--- src/rtl/reservation_station.sv ---
// Single-entry reservation station: captures an issued instruction, resolves
// its two operands from the register file or the common data bus, and
// presents the complete operation to a functional unit with a valid/ready
// handshake.

package tomasula_types;

    localparam int unsigned OP_W   = 7;
    localparam int unsigned REG_W  = 5;
    localparam int unsigned F3_W   = 3;
    localparam int unsigned F7_W   = 7;
    localparam int unsigned WORD_W = 32;

    // Decoded instruction as delivered by the issue queue
    typedef struct packed {
        logic [OP_W-1:0]   op;
        logic [REG_W-1:0]  src1_reg;
        logic              src1_valid;
        logic [REG_W-1:0]  src2_reg;
        logic              src2_valid;
        logic [WORD_W-1:0] src2_data;
        logic [F3_W-1:0]   funct3;
        logic [F7_W-1:0]   funct7;
        logic [REG_W-1:0]  rd;
        logic [WORD_W-1:0] pc;
    } ctl_word;

endpackage

module reservation_station #(
    parameter int unsigned TAG_W = 3,
    parameter int unsigned XLEN  = 32
) (
    input  logic                            clk,
    input  logic                            rst,
    input  logic                            load_i,
    input  tomasula_types::ctl_word         ctl_i,
    input  logic [TAG_W-1:0]                rob_tag_i,
    input  logic                            src1_rdy_i,
    input  logic                            src2_rdy_i,
    input  logic [XLEN-1:0]                 src1_data_i,
    input  logic [XLEN-1:0]                 src2_data_i,
    input  logic [TAG_W-1:0]                src1_tag_i,
    input  logic [TAG_W-1:0]                src2_tag_i,
    input  logic                            cdb_valid_i,
    input  logic [TAG_W-1:0]                cdb_tag_i,
    input  logic [XLEN-1:0]                 cdb_data_i,
    input  logic                            flush_i,
    output logic                            empty_o,
    output logic                            exec_valid_o,
    input  logic                            exec_ready_i,
    output logic [tomasula_types::OP_W-1:0] exec_op_o,
    output logic [tomasula_types::F3_W-1:0] exec_funct3_o,
    output logic [tomasula_types::F7_W-1:0] exec_funct7_o,
    output logic [XLEN-1:0]                 exec_a_o,
    output logic [XLEN-1:0]                 exec_b_o,
    output logic [TAG_W-1:0]                exec_tag_o,
    output logic [XLEN-1:0]                 exec_pc_o
);

    import tomasula_types::*;

    typedef enum logic [1:0] {
        ST_EMPTY = 2'd0,
        ST_WAIT  = 2'd1,
        ST_READY = 2'd2
    } state_t;

    state_t            state_q, state_d;
    logic [OP_W-1:0]   op_q, op_d;
    logic [F3_W-1:0]   funct3_q, funct3_d;
    logic [F7_W-1:0]   funct7_q, funct7_d;
    logic [TAG_W-1:0]  tag_q, tag_d;
    logic [XLEN-1:0]   pc_q, pc_d;
    logic [XLEN-1:0]   a_q, a_d;
    logic [XLEN-1:0]   b_q, b_d;
    logic              a_pend_q, a_pend_d;
    logic              b_pend_q, b_pend_d;
    logic [TAG_W-1:0]  a_tag_q, a_tag_d;
    logic [TAG_W-1:0]  b_tag_q, b_tag_d;
    logic              empty_q;
    logic              valid_q;

    // Register indices and rd are tracked by the ROB, not needed here
    logic unused_ctl_bits;
    assign unused_ctl_bits = ^{ctl_i.src1_reg, ctl_i.src2_reg, ctl_i.rd};

    // Next-state, operand resolution and CDB capture
    always_comb begin
        state_d  = state_q;
        op_d     = op_q;
        funct3_d = funct3_q;
        funct7_d = funct7_q;
        tag_d    = tag_q;
        pc_d     = pc_q;
        a_d      = a_q;
        b_d      = b_q;
        a_pend_d = a_pend_q;
        b_pend_d = b_pend_q;
        a_tag_d  = a_tag_q;
        b_tag_d  = b_tag_q;

        if (flush_i) begin
            // Squash wins over every other event this cycle
            state_d = ST_EMPTY;
        end else begin
            case (state_q)
                ST_EMPTY: begin
                    if (load_i) begin
                        op_d     = ctl_i.op;
                        funct3_d = ctl_i.funct3;
                        funct7_d = ctl_i.funct7;
                        tag_d    = rob_tag_i;
                        pc_d     = XLEN'(ctl_i.pc);

                        // Operand A: pc when unused, else regfile, else same-cycle CDB
                        a_pend_d = 1'b0;
                        a_tag_d  = '0;
                        if (!ctl_i.src1_valid) begin
                            a_d = XLEN'(ctl_i.pc);
                        end else if (src1_rdy_i) begin
                            a_d = src1_data_i;
                        end else if (cdb_valid_i && (cdb_tag_i == src1_tag_i)) begin
                            a_d = cdb_data_i;
                        end else begin
                            a_d      = '0;
                            a_pend_d = 1'b1;
                            a_tag_d  = src1_tag_i;
                        end

                        // Operand B: immediate when unused, otherwise as operand A
                        b_pend_d = 1'b0;
                        b_tag_d  = '0;
                        if (!ctl_i.src2_valid) begin
                            b_d = XLEN'(ctl_i.src2_data);
                        end else if (src2_rdy_i) begin
                            b_d = src2_data_i;
                        end else if (cdb_valid_i && (cdb_tag_i == src2_tag_i)) begin
                            b_d = cdb_data_i;
                        end else begin
                            b_d      = '0;
                            b_pend_d = 1'b1;
                            b_tag_d  = src2_tag_i;
                        end

                        state_d = (a_pend_d || b_pend_d) ? ST_WAIT : ST_READY;
                    end
                end

                ST_WAIT: begin
                    // One broadcast may satisfy both operands
                    if (cdb_valid_i) begin
                        if (a_pend_q && (cdb_tag_i == a_tag_q)) begin
                            a_d      = cdb_data_i;
                            a_pend_d = 1'b0;
                        end
                        if (b_pend_q && (cdb_tag_i == b_tag_q)) begin
                            b_d      = cdb_data_i;
                            b_pend_d = 1'b0;
                        end
                    end
                    if (!a_pend_d && !b_pend_d) begin
                        state_d = ST_READY;
                    end
                end

                ST_READY: begin
                    if (exec_ready_i) begin
                        state_d = ST_EMPTY;
                    end
                end

                default: begin
                    state_d = ST_EMPTY;
                end
            endcase
        end
    end

    // State, entry payload and status flags
    always_ff @(posedge clk or negedge rst) begin
        if (!rst) begin
            state_q  <= ST_EMPTY;
            op_q     <= '0;
            funct3_q <= '0;
            funct7_q <= '0;
            tag_q    <= '0;
            pc_q     <= '0;
            a_q      <= '0;
            b_q      <= '0;
            a_pend_q <= 1'b0;
            b_pend_q <= 1'b0;
            a_tag_q  <= '0;
            b_tag_q  <= '0;
            empty_q  <= 1'b1;
            valid_q  <= 1'b0;
        end else begin
            state_q  <= state_d;
            op_q     <= op_d;
            funct3_q <= funct3_d;
            funct7_q <= funct7_d;
            tag_q    <= tag_d;
            pc_q     <= pc_d;
            a_q      <= a_d;
            b_q      <= b_d;
            a_pend_q <= a_pend_d;
            b_pend_q <= b_pend_d;
            a_tag_q  <= a_tag_d;
            b_tag_q  <= b_tag_d;
            empty_q  <= (state_d == ST_EMPTY);
            valid_q  <= (state_d == ST_READY);
        end
    end

    assign empty_o       = empty_q;
    assign exec_valid_o  = valid_q;
    assign exec_op_o     = op_q;
    assign exec_funct3_o = funct3_q;
    assign exec_funct7_o = funct7_q;
    assign exec_a_o      = a_q;
    assign exec_b_o      = b_q;
    assign exec_tag_o    = tag_q;
    assign exec_pc_o     = pc_q;

endmodule

--- config.mk ---
export PLATFORM = sky130hd
export DESIGN_NAME = reservation_station
export DESIGN_NICKNAME = d
export VERILOG_FILES = /design/src/rtl/reservation_station.sv
export SDC_FILE = /design/constraint.sdc
export NUM_CORES = 1
export LEC_CHECK = 0
export CAP_MARGIN = 20
export CORE_UTILIZATION = 44
export CTS_BUF_LIST = sky130_fd_sc_hd__clkbuf_4 sky130_fd_sc_hd__clkbuf_8
export DETAILED_ROUTE_END_ITERATION = 10
export GPL_ROUTABILITY_DRIVEN = 0
export PLACE_DENSITY = 0.93
export SKIP_LAST_GASP = 1
export SLEW_MARGIN = 10
export SYNTH_ARGS = -nofsm -noshare
export SYNTH_HDL_FRONTEND = slang
export SYNTH_SLANG_ARGS = --single-unit
--- constraint.sdc ---
create_clock -name clk -period 1.9 [get_ports clk]
set_clock_uncertainty 0.15 [all_clocks]
set_input_delay 0.285 -clock clk [delete_from_list [all_inputs] [get_ports clk]]
set_output_delay 0.285 -clock clk [all_outputs]
set_load 0.005 [all_outputs]
# Yosys cells after proc, flatten, opt, wreduce, memory -nomap -nowiden
# Index checks and enable logic that the tools add are counted.
classes:
  n_addsub: 0
  multipliers: 0
  div_mod_pow: 0
  magnitude_cmp: 0
  eq_ne: 11
  n_shift: 0
  mux: 50
  bitwise_logic: 1
  reduce_logical: 15
ops:
  columns: ["op", "count"]
  rows:
  - ["$mux W32", 12]
  - ["$pmux W32 S2", 2]
  - ["$mux W1", 22]
  - ["$mux W3", 6]
  - ["$eq A3 B3 Y1", 4]
  - ["$mux W2", 5]
  - ["$reduce_and A5 Y1", 2]
  - ["$ne A2 B2 Y1 const B", 4]
  - ["$pmux W2 S3", 1]
  - ["$reduce_and A3 Y1", 2]
  - ["$logic_and A1 B1 Y1", 5]
  - ["$eq A2 B2 Y1 const B", 2]
  - ["$logic_not A2 Y1", 2]
  - ["$pmux W1 S2", 2]
  - ["$eq A2 B1 Y1 const B", 1]
  - ["$logic_not A1 Y1", 2]
  - ["$reduce_bool A2 Y1", 1]
  - ["$logic_or A1 B1 Y1", 1]
  - ["$not A1 Y1", 1]
totals:
  register_bits: 128
  latch_bits: 0
  ramBits: 0
  rom_bits: 0
  inputBits: 214
  out_inout_bits: 118
  word_cells: 91
  memories: 0

# Longest topological paths before layout
# Gate-level depths: netlist (run 1).
depth:
  depth_word: 14
  mapped_depth: 7
  mapped_depth_nobuf: 4

# Worst setup path before layout (run 1)
# Ideal clock, no wire load.
synth_timing:
  path_kind: "reg2reg"
  startpoint: "register state_q[1]"
  endpoint: "register a_q[0], in the netlist exec_a_o[0]"
  setup_ns: 0.079
  arrival_ns: 1.512
  required_ns: 1.671
  path_slack_ns: 0.159
  stages_incl_launch_ff: 7
  path_buffers: 2
  synth_period_minus_slack_ns: 1.741
  cell_sequence: "dfrtp_1 > buf_4 > nor2_1 > o21ai_1 > a21oi_4 > buf_12 > mux2i_1"
synth_via:
  elab_chain_len: 3
  elab_cells_between_ends: 8
  classes_between: "eq/ne: 4; mux: 1; reduce/logical: 3"
synth_lines:
  columns: ["item", "line_no", "rtl"]
  rows:
  - ["from (decl)", "69", "state_t state_q, state_d;"]
  - ["from (signal assigned)", "198", "state_q <= state_d;"]
  - ["$eq A2 B1 Y1 / $logic_not A2 Y1 (equally long branches)", "107", "case (state_q)"]
  - ["$ne A2 B2 Y1 (no source line) / $reduce_bool A2 Y1 (equally long branches)", null, null]
  - ["$reduce_and A5 Y1 (no source line)", null, null]
  - ["to (signal assigned)", "189", "a_q <= '0;"]
  - ["to (signal assigned)", "204", "a_q <= a_d;"]
  - ["to (decl)", "75", "logic [XLEN-1:0] a_q, a_d;"]
# Several ways; a longest one is shown, not always the timed one.
# A chain may end at the register's enable or synchronous reset.

# Worst setup path in the final report (run 1)
layout_timing:
  startpoint: "input cdb_tag_i[0]"
  endpoint: "register a_q[10], in the netlist exec_a_o[10]"
layout_via:
  elab_chain_len: 7
  elab_cells_between_ends: 11
  classes_between: "eq/ne: 3; mux: 5; reduce/logical: 3"
layout_lines:
  columns: ["item", "line_no", "rtl"]
  rows:
  - ["from (decl)", "46", "input logic [TAG_W-1:0] cdb_tag_i,"]
  - ["$eq A3 B3 Y1", "123", "end else if (cdb_valid_i && (cdb_tag_i == src1_tag_i)) begin"]
  - ["$logic_and A1 B1 Y1", "123", null]
  - ["$mux W32", "123", null]
  - ["$mux W32", "121", "end else if (src1_rdy_i) begin"]
  - ["$mux W32", "119", "if (!ctl_i.src1_valid) begin"]
  - ["$mux W32", "109", "if (load_i) begin"]
  - ["$pmux W32 S2", "107", null]
# Several ways; a longest one is shown, not always the timed one. The select of a mux whose other input is x is not followed.

==> results.py, run 1 <==
metrics = {
    "hold_path": {
        "hold_class": "in -> async",
    },
    "pwr": {
        "power_w": 0.0107,
        "leakagePower_nw": 5.04,
        "peakVddDrop_mv": 0.599,
        "p_per_area_nw_per_um2": 899,
    },
    "synth": {
        "ys_seq_area_frac": 0.409,
        "synth_cells": 909,
        "avgSynthCellArea_um2": 8.62,
        "synthesis.area_um2": 7840,
        "yosys.area.top_type": "dfrtp_1",
        "synth-seq-cells": 128,
        "synth.area.top_cells": "dfrtp_1, a31oi_1, mux2i_1",
        "synth_top_area_frac": 0.405,
        "syn-num-nets": 1123,
        "synth_warnings": 0,
        "yosysUniqueCellTypes": 35,
    },
    "critical_path": {
        "cp-start-kind": "input port",
        "critPathSlowestCell": "clkdlybuf4s50_1",
        "setup.worst_path.start": "cdb_tag_i[0]",
        "worstPathRequired_ns": 2.11,
        "crit_type": "in -> reg",
        "arrival_ns": 2.09,
        "path_cells": "clkdlybuf4s50_1 > xnor2_2 > nand4_1 > a21oi_4 > buf_12 > mux2i_1",
        "critical_path.max_stage_delay_ns": 0.57,
        "worstReg2RegEnd": "exec_b_o[24]",
        "crit_path_end_kind": "flip-flop",
        "r2r-start": "state_q[0]",
        "reg2reg_depth": 6,
        "r2r_slack_ns": 0.04,
        "worst-path-max-fanout": 16,
    },
    "layout": {
        "insertedDiodeCount": 0,
        "fillers": 1336,
        "instances_no_fill": 1451,
        "drive_gt1_frac": 0.0905,
        "post-route-util": 0.687,
        "syn_to_final_growth_pct": 52.2,
        "multi_input_area_um2": 4050,
        "final_cell_mix": "clkdlybuf4s50_1, nand2_1, a31oi_1, dfrtp_1, nand2b_1",
        "regArea_um2": 3210,
        "nets": 1427,
        "final_common_cell": "clkdlybuf4s50_1",
    },
    "grt": {
        "grt_pass1_wl_um": 44600,
        "antenna_found_initial": 0,
        "grt_overflow": 0,
        "grt_pass1_vias": 8534,
        "grtUsageTotal": 0.318,
        "grt_max_degree": 58,
    },
    "run_status": {
        "status": "finished clean",
    },
    "cts": {
        "cts-buffers-inserted": 17,
        "clk_latency_ns": 0.44,
        "cts_tree": "built",
        "clock-sinks": 128,
        "cts.clk_slew.worst_paths_ns": 0.09,
        "root_buffer": "clkbuf_8",
        "post_cts_buffers": 0,
        "h-tree-depth": 4,
        "cts_buffer_depth": 2,
    },
    "floorplanning": {
        "die_w_um": 135,
        "die_area_um2": 18400,
        "initial_core_util": 0.452,
        "coreArea_um2": 17400,
        "die_h_um": 135,
        "rows": 48,
        "pin_count": 332,
    },
    "drt": {
        "first_pass_iters": 7,
        "drtIter0Drc": 737,
        "avgViaCountPerCell": 5.93,
        "totalWireLength_um": 29800,
        "vias": 8604,
        "wire_per_inst_um": 20.5,
        "antenna_left": 0,
        "drc": 0,
    },
    "sta": {
        "slew-limit-headroom": 0.562,
        "setup-violations-final": 0,
        "fin_crit_ns": 1.88,
        "report.final.slew_viol_count": 0,
        "hold_viol_final": 0,
        "post-route-period-util": 0.989,
        "max_freq_mhz": 532,
        "whs_ns": 0.134,
        "tightest_slew_ns": 0.656,
    },
    "placed_design": {
        "placement.io_buffers": 316,
        "hpwl_um": 20900,
        "dp_cells": 1416,
    },
    "job": {
        "drv_cap": 0,
    },
}
-- metal layers --
layer  up-vias  track usage  routed length, µm
met5         -            0                  0
met4         0        0.137               1240
met3       101       0.0752               2680
met2       556        0.546              14400
met1      4164        0.378              11400
li1       3783            -                  -
-- cell usage after synthesis (all sizes together) --
master and n:
nand2b 70, a31oi 130, buf 32, a311o 2
xnor2 12, a22o 6, a41oi 4, nand2 158
dfstp 1, inv 66, nor2 6, nor3b 32
o21a 64, dfrtp 127, nand3 64, nor3 4
clkbuf 48, mux2i 64, nand4 2, nor2b 2
and4 2, o31ai 1, and2 2, o21ai 5
or2 1, a21oi 4
-- worst max-delay path, delay by kind of cell --
| family | cells | cell delay (ns) |
|---|---|---|
| AO/OA/AOI/OAI | 1 | 0.26 |
| XOR/XNOR | 1 | 0.32 |
| buffers and inverters | 2 | 0.77 |
| multiplexers | 1 | 0.22 |
| AND/OR/NAND/NOR | 1 | 0.20 |
-- worst max-delay path by stage --
stage,end,slack [ns]
finish,exec_a_o[10],0.02
global route,exec_a_o[21],-0.01
CTS,exec_a_o[17],-0.03
detailed placement,exec_a_o[15],-0.40
global placement,exec_a_o[10],-0.30
floorplan,exec_a_o[0],0.16
-- registers in the layout, summed over array words and instances, names as in the netlist --
name	cells
exec_a_o	32
exec_pc_o	32
a_tag_q	3
exec_b_o	32
exec_op_o	7
state_q	2
empty_o	1
b_pend_q	1
exec_valid_o	1
exec_funct7_o	7
exec_funct3_o	3
b_tag_q	3
exec_tag_o	3
a_pend_q	1
-- kinds of logic (layout without fill, tap and decap cells) --
logic type / after synthesis / after routing / synth area share
and+or+nand+nor: 343 / 345 / 0.218
AOI/OAI and AO/OA: 216 / 216 / 0.188
buffers and inverters: 146 / 461 / 0.0880
DFF: 128 / 128 / 0.409
muxes: 64 / 64 / 0.0817
xor gates and xnor gates: 12 / 12 / 0.0153
-- through the flow --
stage          setup WS (ns)  instance area, µm²  TNS [ns]
2_1_floorplan          0.159                7840         0
3_3_place_gp          -0.298               11400    -20.31
3_5_place_dp          -0.398               11400    -25.72
4_1_cts              -0.0278               11800   -0.0519
5_1_grt              -0.0117               11900   -0.0218
6_report              0.0210               11900         0
-- power breakdown --
| part | total (W) | switching [W] | internal (W) |
|---|---|---|---|
| clock | 0.00252 | 0.00118 | 0.00135 |
| combinational | 0.00420 | 0.00176 | 0.00244 |
| sequential | 0.00401 | 0.000505 | 0.00350 |
| total | 0.0107 | 0.00344 | 0.00729 |
-- area by class of cell --
class                   count  area share
inverters                  66      0.0208
clock inverters            13      0.0137
clock buffers              19      0.0214
repair buffers            363       0.312
flip-flops and latches    128       0.269
multi-input cells         637       0.340
well taps                 225      0.0236
-- repair_timing --
item	in CTS	in global routing
pin swaps	1	1
gates resized for setup	3	15
gates cloned	1	1
hold buffers	1	0
setup endpoints to repair	38	96
hold endpoints to repair	127	0
Note: power is estimated with default switching activity, not from simulation.
==> run 2: changes to the inputs <==
--- a/config.mk
+++ b/config.mk
@@ -6,11 +6,12 @@
 export NUM_CORES = 1
 export LEC_CHECK = 0
 export CAP_MARGIN = 20
-export CORE_UTILIZATION = 44
+export CORE_MARGIN = 3
+export CORE_UTILIZATION = 30
 export CTS_BUF_LIST = sky130_fd_sc_hd__clkbuf_4 sky130_fd_sc_hd__clkbuf_8
 export DETAILED_ROUTE_END_ITERATION = 10
 export GPL_ROUTABILITY_DRIVEN = 0
-export PLACE_DENSITY = 0.93
+export PLACE_DENSITY = 0.7
 export SKIP_LAST_GASP = 1
 export SLEW_MARGIN = 10
 export SYNTH_ARGS = -nofsm -noshare
==> run 2 against run 1 <==
Clock power is 3% higher; die area up 53%; first-iteration DRC count up 0.68%; via count fell by 4.3%; sequential power down 1%; critical path type is now reg -> reg; largest power group unchanged.
==> results.py, run 2 (same netlist as run 1, synthesis figures left out) <==
metrics = {
    "run_status": {
        "status": "finished clean",
    },
    "layout": {
        "regArea_um2": 3210,
        "syn_to_final_growth_pct": 54.7,
        "drive_gt1_frac": 0.0965,
        "nets": 1434,
        "multi_input_area_um2": 4050,
        "final_cell_mix": "clkdlybuf4s50_1, nand2_1, a31oi_1, dfrtp_1, nand2b_1",
        "fillers": 2435,
        "final_common_cell": "clkdlybuf4s50_1",
        "instances_no_fill": 1565,
    },
    "pwr": {
        "seqPwrFrac": 0.365,
        "clockPowerShare": 0.240,
        "p_sw_w": 0.00361,
        "swShare": 0.333,
        "leakagePower_nw": 5.07,
        "p_per_area_nw_per_um2": 894,
        "peakVddDrop_mv": 0.389,
        "p_int_w": 0.00723,
        "combinationalPowerShare": 0.395,
    },
    "sta": {
        "whs_ns": 0.160,
        "slew-limit-headroom": 0.537,
        "report.final.slew_viol_count": 0,
        "hold_viol_final": 0,
        "fin_crit_ns": 1.88,
        "rsz0062_at_grt": "yes",
        "timing.final.ws_setup_ns": 0.0189,
        "setup-violations-final": 0,
        "post-route-period-util": 0.990,
        "max_freq_mhz": 532,
        "tightest_slew_ns": 0.694,
        "fin_tns_setup_ns": 0,
    },
    "placed_design": {
        "dp_cells": 1526,
        "dpl_worst_slack_ns": -0.377,
        "placement.io_buffers": 316,
        "hpwl_um": 22600,
    },
    "drt": {
        "antenna_left": 0,
        "drc": 0,
        "wire_per_inst_um": 20.7,
        "vias": 8232,
        "first_pass_iters": 6,
        "drtIter0Drc": 742,
        "totalWireLength_um": 32400,
        "avgViaCountPerCell": 5.26,
    },
    "cts": {
        "cts.clk_slew.worst_paths_ns": 0.10,
        "root_buffer": "clkbuf_8",
        "cts-buffers-inserted": 17,
        "clock-sinks": 128,
        "clk_latency_ns": 0.45,
        "cts_buffer_depth": 2,
        "h-tree-depth": 4,
        "cts_tree": "built",
    },
    "floorplanning": {
        "coreArea_um2": 25400,
        "rows": 58,
        "initial_core_util": 0.309,
        "die_area_um2": 28100,
        "pin_count": 332,
        "die_h_um": 168,
        "die_w_um": 168,
    },
    "grt": {
        "gr-usage-met1": 0.282,
        "grt_pass1_wl_um": 48900,
        "grt_overflow": 0,
        "grt_max_degree": 61,
        "antenna_found_initial": 2,
        "grt_busiest_layer": "met2",
        "use_met3": 0.0470,
        "grt_pass1_vias": 8375,
        "grtUsageTotal": 0.223,
        "grtUsageMet2": 0.373,
    },
    "critical_path": {
        "worst-path-max-fanout": 6,
        "cp-start-kind": "flip-flop",
        "r2r_slack_ns": 0.02,
        "crit_type": "reg -> reg",
        "worstPathRequired_ns": 2.12,
        "arrival_ns": 2.10,
        "worstReg2RegEnd": "exec_b_o[4]",
        "r2r-start": "state_q[1]",
        "crit_path_end_kind": "flip-flop",
        "setup.worst_path.start": "state_q[1]",
        "reg2reg_depth": 5,
    },
    "job": {
        "drv_cap": 0,
    },
    "hold_path": {
        "hold_class": "in -> async",
    },
}
-- run 2: cell types whose count changed in the layout (fill, tap and decap cells not counted), moves of 2 or more --
cell	previous run	this run
nor3_4	0	2
xnor2_1	6	8
inv_6	0	6
clkinv_4	3	1
diode_2	0	2
buf_4	26	35
nor3_2	2	0
xnor2_2	6	4
clkinvlp_4	5	3
buf_6	4	2
-- run 2: routing by layer --
layer | wire, µm | vias to the layer above | share of wire
li1 | - | 3794 | -
met1 | 13300 | 4005 | 0.41
met5 | 0 | - | 0
met2 | 15900 | 377 | 0.49
met3 | 2290 | 56 | 0.071
met4 | 900 | 0 | 0.028
-- run 2: worst max-delay path by stage --
stage	cells after the start	end
4_1_cts	6	exec_b_o[4]
5_1_grt	5	exec_b_o[4]
2_1_floorplan	6	exec_a_o[0]
3_3_place_gp	6	exec_b_o[19]
6_report	5	exec_b_o[4]
3_5_place_dp	6	exec_a_o[10]
-- run 2: area by class of cell --
type                       instances  share of cell area
inverter                          66              0.0204
antenna                            2            0.000413
tap                              330              0.0341
timing repair buffer             370               0.312
clock buffer                      19              0.0216
multi-input combinational        637               0.334
sequential                       128               0.265
clock inverter                    13              0.0123
-- run 2: repair_timing --
action                     CTS  global route
hold endpoints to repair    62             0
buffers inserted             0             1
cloned                       2             1
hold buffers                 1             0
setup endpoints to repair   65            93
resized for setup            4            12
-- run 2: critical path, stage by stage, from the launching register on --
cell and delay, ns:
dfrtp_2 0.47, nor2b_2 0.47, buf_4 0.24, a21oi_4 0.09
buf_4 0.20, mux2i_1 0.19
-- run 2: power groups by stage --
| stage | sequential, W | clock (W) | combinational [W] |
|---|---|---|---|
| finish | 0.00396 | 0.00260 | 0.00428 |
| global route | 0.00406 | 0.00278 | 0.00464 |
| CTS | 0.00396 | 0.00265 | 0.00428 |
| detailed placement | 0.00400 | 0 | 0.00423 |
| global placement | 0.00399 | 0 | 0.00417 |
| floorplan | 0.00401 | 0 | 0.00147 |
-- run 2: stage by stage --
| stage | util | cell area (µm²) | total power, W |
|---|---|---|---|
| floorplan | - | 7840 | 0.00547 |
| detailed placement | 0.456 | 11600 | 0.00823 |
| CTS | 0.473 | 12000 | 0.0109 |
| global placement | 0.456 | 11600 | 0.00816 |
| finish | 0.477 | 12100 | 0.0108 |
| global route | 0.477 | 12100 | 0.0115 |
